## config.mk

```make
export PLATFORM = sky130hd
export DESIGN_NAME = seg7_scan_display
export DESIGN_NICKNAME = d
export VERILOG_FILES = /design/src/rtl/seg7_pkg.sv /design/src/rtl/hex_to_seg7.sv /design/src/rtl/seg7_scan_display.sv
export SDC_FILE = /design/constraint.sdc
export NUM_CORES = 1
export LEC_CHECK = 0
export ABC_AREA = 0
export CORE_MARGIN = 3
export CORE_UTILIZATION = 52
export DETAILED_ROUTE_END_ITERATION = 8
export PLACE_DENSITY = 0.85
export SLEW_MARGIN = 20
export SYNTH_ARGS = -nofsm -noshare
export SYNTH_HDL_FRONTEND = slang
export SYNTH_SLANG_ARGS = --single-unit
```

## constraint.sdc

```tcl
create_clock -name BasysCLK -period 2.2 [get_ports BasysCLK]
set_clock_uncertainty 0.2 [all_clocks]
set_input_delay 0.22 -clock BasysCLK [delete_from_list [all_inputs] [get_ports BasysCLK]]
set_output_delay 0.22 -clock BasysCLK [all_outputs]
set_load 0.05 [all_outputs]
```

## src/rtl/seg7_pkg.sv

```systemverilog
// Shared constants for the multiplexed seven-segment scanner: digit count,
// active-low off codes and the hex-to-segment table (bit 0 = a .. bit 6 = g).
package seg7_pkg;

  localparam int NUM_DIGITS = 4;

  localparam logic [6:0] SEG_OFF = 7'b1111111;
  localparam logic [3:0] AN_OFF  = 4'b1111;

  // Active-low patterns; lowercase b and d keep them distinct from 8 and 0.
  localparam logic [6:0] SEG_LUT [16] = '{
    7'b1000000,  // 0
    7'b1111001,  // 1
    7'b0100100,  // 2
    7'b0110000,  // 3
    7'b0011001,  // 4
    7'b0010010,  // 5
    7'b0000010,  // 6
    7'b1111000,  // 7
    7'b0000000,  // 8
    7'b0010000,  // 9
    7'b0001000,  // A
    7'b0000011,  // b
    7'b1000110,  // C
    7'b0100001,  // d
    7'b0000110,  // E
    7'b0001110   // F
  };

  function automatic logic [6:0] seg_of(input logic [3:0] nib);
    return SEG_LUT[nib];
  endfunction

endpackage

```

## src/rtl/hex_to_seg7.sv

```systemverilog
// Combinational 4-bit hex to active-low 7-segment decoder.
module hex_to_seg7
  import seg7_pkg::*;
(
  input  logic [3:0] i_nib,
  output logic [6:0] o_seg
);

  assign o_seg = seg_of(i_nib);

endmodule

```

## src/rtl/seg7_scan_display.sv

```systemverilog
// 4-digit multiplexed seven-segment scanner with frame-aligned value updates.
// Optional leading-zero blanking is built when SEG_LZ_BLANK_EN is defined.
module seg7_scan_display
  import seg7_pkg::*;
#(
  parameter int REFRESH_DIV = 100000
) (
  input  logic        BasysCLK,
  input  logic        Reset,
  input  logic        Load,
  input  logic [15:0] Data,
  input  logic [3:0]  Dp,
  output logic [3:0]  AN,
  output logic [6:0]  SEG,
  output logic        DP,
  output logic        FrameDone
);

  localparam int              CW      = $clog2(REFRESH_DIV);
  localparam logic [CW-1:0]   CNT_MAX = CW'(REFRESH_DIV - 1);
  localparam logic [1:0]      DIG_MAX = 2'(NUM_DIGITS - 1);

  logic [CW-1:0] r_cnt;
  logic [1:0]    r_digit;
  logic [15:0]   r_shown_data;
  logic [3:0]    r_shown_dp;
  logic [15:0]   r_pend_data;
  logic [3:0]    r_pend_dp;
  logic          r_pend_valid;
  logic          r_wrap;

  logic [3:0]    r_an;
  logic [6:0]    r_seg;
  logic          r_dp;
  logic          r_fd;

  logic          w_tick;
  logic          w_wrap;
  logic [3:0]    w_nib;
  logic          w_dp_lit;
  logic [6:0]    w_seg;
  logic          w_seg_blank;
  logic          w_an_blank;

  assign w_tick   = (r_cnt == CNT_MAX);
  assign w_wrap   = w_tick && (r_digit == DIG_MAX);
  assign w_nib    = r_shown_data[{r_digit, 2'b00} +: 4];
  assign w_dp_lit = r_shown_dp[r_digit];

  hex_to_seg7 u_dec (
    .i_nib (w_nib),
    .o_seg (w_seg)
  );

`ifdef SEG_LZ_BLANK_EN
  // w_lz[i]: nibble i and all higher nibbles are zero; w_dpz[i]: same for dp bits.
  logic [3:0] w_lz;
  logic [3:0] w_dpz;

  always_comb begin
    w_lz  = 4'b0000;
    w_dpz = 4'b0000;
    w_lz[3]  = (r_shown_data[15:12] == 4'h0);
    w_dpz[3] = ~r_shown_dp[3];
    for (int i = 2; i >= 1; i--) begin
      w_lz[i]  = w_lz[i+1] && (r_shown_data[4*i +: 4] == 4'h0);
      w_dpz[i] = w_dpz[i+1] && ~r_shown_dp[i];
    end
  end

  assign w_seg_blank = w_lz[r_digit];
  assign w_an_blank  = w_lz[r_digit] && w_dpz[r_digit];
`else
  assign w_seg_blank = 1'b0;
  assign w_an_blank  = 1'b0;
`endif

  // Divider, digit counter and the pending/shown shadow pair.
  always_ff @(posedge BasysCLK) begin
    if (Reset) begin
      r_cnt        <= '0;
      r_digit      <= 2'd0;
      r_shown_data <= 16'h0000;
      r_shown_dp   <= 4'h0;
      r_pend_data  <= 16'h0000;
      r_pend_dp    <= 4'h0;
      r_pend_valid <= 1'b0;
      r_wrap       <= 1'b0;
    end else begin
      r_wrap <= w_wrap;
      if (w_tick) begin
        r_cnt   <= '0;
        r_digit <= r_digit + 2'd1;
      end else begin
        r_cnt <= r_cnt + 1'b1;
      end

      if (w_wrap) begin
        r_pend_valid <= 1'b0;
        if (Load) begin
          r_shown_data <= Data;
          r_shown_dp   <= Dp;
        end else if (r_pend_valid) begin
          r_shown_data <= r_pend_data;
          r_shown_dp   <= r_pend_dp;
        end
      end else if (Load) begin
        r_pend_data  <= Data;
        r_pend_dp    <= Dp;
        r_pend_valid <= 1'b1;
      end
    end
  end

  // Output stage lags state by one cycle; FrameDone lines up with digit 0.
  always_ff @(posedge BasysCLK) begin
    if (Reset) begin
      r_an  <= AN_OFF;
      r_seg <= SEG_OFF;
      r_dp  <= 1'b1;
      r_fd  <= 1'b0;
    end else begin
      r_an  <= w_an_blank  ? AN_OFF  : ~(4'b0001 << r_digit);
      r_seg <= w_seg_blank ? SEG_OFF : w_seg;
      r_dp  <= w_an_blank  ? 1'b1    : ~w_dp_lit;
      r_fd  <= r_wrap;
    end
  end

  assign AN        = r_an;
  assign SEG       = r_seg;
  assign DP        = r_dp;
  assign FrameDone = r_fd;

endmodule
```

==> metrics.txt <==
Final Cycle Share 101%; final wirelength between 10000 and 15000 um; # hold bufs at CTS 0; pin count of the biggest net entering global routing between 40 and 50; Slew HR roughly 67%; Worst R2R Path Depth 7; Distinct cells, synth between 40 and 50; Post-synth EDFFs 0; highest metal used met4; synthesized instance count roughly 440; width of the chip ~95 um; Post-Synth XOR/XNOR Area under 10%; overall routing resource usage between 20 and 25%; fin. max-slew vios 0; Hold Crit Class input pin to register; Simple-Gate Fraction of Synth Area about a fifth; Avg Cell Area, Syn ~9.4 um2; most frequent cells in the layout 70 x dfxtp_1, 51 x nand2_1, 41 x a31oi_1; die area roughly 9100 um2; area leader, netlist dfxtp_1; Setup CP Type register to register; number of cells on the worst hold path 3; DP HPWL between 6000 and 7000 um; Synth Warn # 0; FP Rows 31; H-tree levels 3; Final setup viols 3; initial core utilization 55.3%; Num CTS Buffers 9; diodes inserted 0; syn nets approximately 470; Slowest-stage cell, CP or4b_4; clock latency on the worst-skew pair around 0.35 ns; vias in the first global route 3422; met2 wire length roughly 5000 um; CP Cell Sequence ha_4, or4b_4, nor4b_4, buf_4, clkbuf_16, a31oi_1, a311oi_1; CTS Buffer Depth 2; global placement routability congestion 0.898; Max-cap violations 0; TritonCTS clock tree yes; Hold Fails Final Rpt 0; Worst path max stage delay 0.46 ns; total power per unit cell area 598 nW/um2; Max Freq between 400 and 500 MHz; setup ws final -0.0271 ns; Peak VDD IR approximately 0.42 mV; Pre-antenna DRT Iters 5; Seq/Total Area, Yosys 35.8%; Initial DRC Count between 200 and 250; first-pass GRT wire length 16000 um; CP Launch Type register; Antenna Violating Nets Remaining 0; total global routing overflow 0; final core occ ~65%; DRT met1 WL 4350 um; DR vias/cell roughly 6.3; mux share of post-synthesis cell area between 8 and 9%; clock root buffer clkbuf_8; initial antenna violation count 0; run status complete, but fails checks; Core ar. around 7500 um2; top post-synthesis cells by area dfxtp_1 36%, a31oi_1 6.3%, a311oi_2 6.2%; RSZ-0062 raised after global routing true; #FFs+latches synth between 70 and 80; crit path capture type register; worst-path maximum fanout 11; Top FF cell, synth dfxtp_1; routed length on met3 approximately 560 um; failing checks setup timing; PortBufs 35; P_leak 1.58 nW; wire length per cell ~18 um; Worst-path clk slew 0.08 ns; area share of fa/ha/maj cells after synthesis under 10%; drt drc 0; worst slew pin tran approximately 0.49 ns; Final min period about 2.2 ns; pre-CTS WS -0.00286 ns; CTS sink cnt 74; Mapped Area between 4000 and 5000 um2; async set or reset register ratio after synthesis 0%; critical path arrival ~2.3 ns; compound-gate portion of the synthesized area 20.9%; area share of the leading cell type in the synthesized netlist a little over a third; share of cells above drive strength 1 17.2%; Area Growth Syn to Fin 17.3%; largest family of logic cells by synthesized area simple AND/OR/NAND/NOR gates; Fillers 578; total number of vias ~3.6k; io pins 36; nets 500; most common cell after layout, fill and taps aside dfxtp_1; CP required between 2 and 2.5 ns; Die Y approximately 95 um
report_power, final:
part / switching [mW] / internal, mW
clock network: 0.518 / 0.671
registers: 0.0313 / 1.39
logic: 0.163 / 0.131
through the flow:
stage | setup TNS [ns] | hold WS, ns | std cells | total power [mW] | cell area (um2)
6_report | -0.0339 | 0.0768 | 570 | 2.90 | 4850
5_1_grt | -0.725 | 0.102 | 570 | 3.00 | 4850
4_1_cts | 0 | 0.0608 | 566 | 2.91 | 4790
2_1_floorplan | -0.339 | 0.174 | 439 | 1.63 | 4150
3_5_place_dp | -0.00286 | 0.226 | 550 | 1.74 | 4560
3_3_place_gp | 0 | 0.224 | 550 | 1.72 | 4560
flip-flops by register name, indices dropped and copies added (netlist names), 2 cells and up:
signal        cells
AN                4
r_cnt            17
r_digit           2
r_pend_data      16
r_shown_data     16
SEG               7
r_pend_dp         4
r_shown_dp        4
logic make-up (layout without fill, tap and decap cells):
| kind of cell | Yosys count | in the layout |
|---|---|---|
| AND/OR/NAND/NOR | 155 | 155 |
| multiplexers | 27 | 27 |
| AO/OA/AOI/OAI | 107 | 107 |
| buffers and inverters | 53 | 85 |
| XOR/XNOR | 12 | 12 |
| adder cells (fa/ha/maj) | 11 | 11 |
| flip-flops | 74 | 74 |
critical path: cells and delay by family (launching register included):
kind / cells / cell delay, ns
and+or+nand+nor: 2 / 0.73
DFF: 1 / 0.37
AOI/OAI and AO/OA: 2 / 0.35
adders and majority gates: 1 / 0.13
buffers and inverters: 2 / 0.34
layer usage:
layer / GRT usage (%) / up-vias
met1: 28.6 / 1726
met2: 37.1 / 135
li1: - / 1732
met3: 5.60 / 15
met5: 0 / -
met4: 6.97 / 0
path summary, 6_finish.rpt:
check | to | slack, ns | startpoint
min | r_pend_data[1]$_SDFFE_PP0P_ | 0.08 | Load
max reg2reg | r_shown_dp[1]$_SDFFE_PP0P_ | -0.03 | r_cnt[1]$_SDFF_PP0_
max | r_shown_dp[1]$_SDFFE_PP0P_ | -0.03 | r_cnt[1]$_SDFF_PP0_
min reg2reg | FrameDone$_SDFF_PP0_ | 0.24 | r_wrap$_SDFF_PP0_
cell usage after synthesis, types with 4 or more instances:
cell type  count
mux2i_1       22
o311ai_0      20
a31oi_1       42
a21oi_1        9
nor3b_1       21
clkbuf_1      30
nand2_1       51
o21ai_0        7
xor2_1         6
a311oi_2      17
buf_6          5
dfxtp_1       74
ha_1          11
mux4_2         5
or4_1         20
nand3_1       10
inv_1          6
nand4_1        8
xnor2_1        6
nor2_1        22
clkbuf_8       8
and3_1         4
final cells by class:
type	instances	area (um2)	share of cell area [%]
Inverter	6	22.5	0.464
Timing Repair Buffer	63	647	13.3
Clock inverter	6	88.8	1.83
Multi-Input combinational cell	312	2340	48.3
Tap cell	99	124	2.55
Clock buffer	10	138	2.84
Sequential cell	74	1490	30.7
timing repair:
item	4_1_cts	5_1_grt
gates cloned	0	1
endpoints found under the setup margin	4	42
setup buffers	0	3
resized for setup	0	7
pin swaps	2	14
Note: power is estimated with default switching activity, not from simulation.
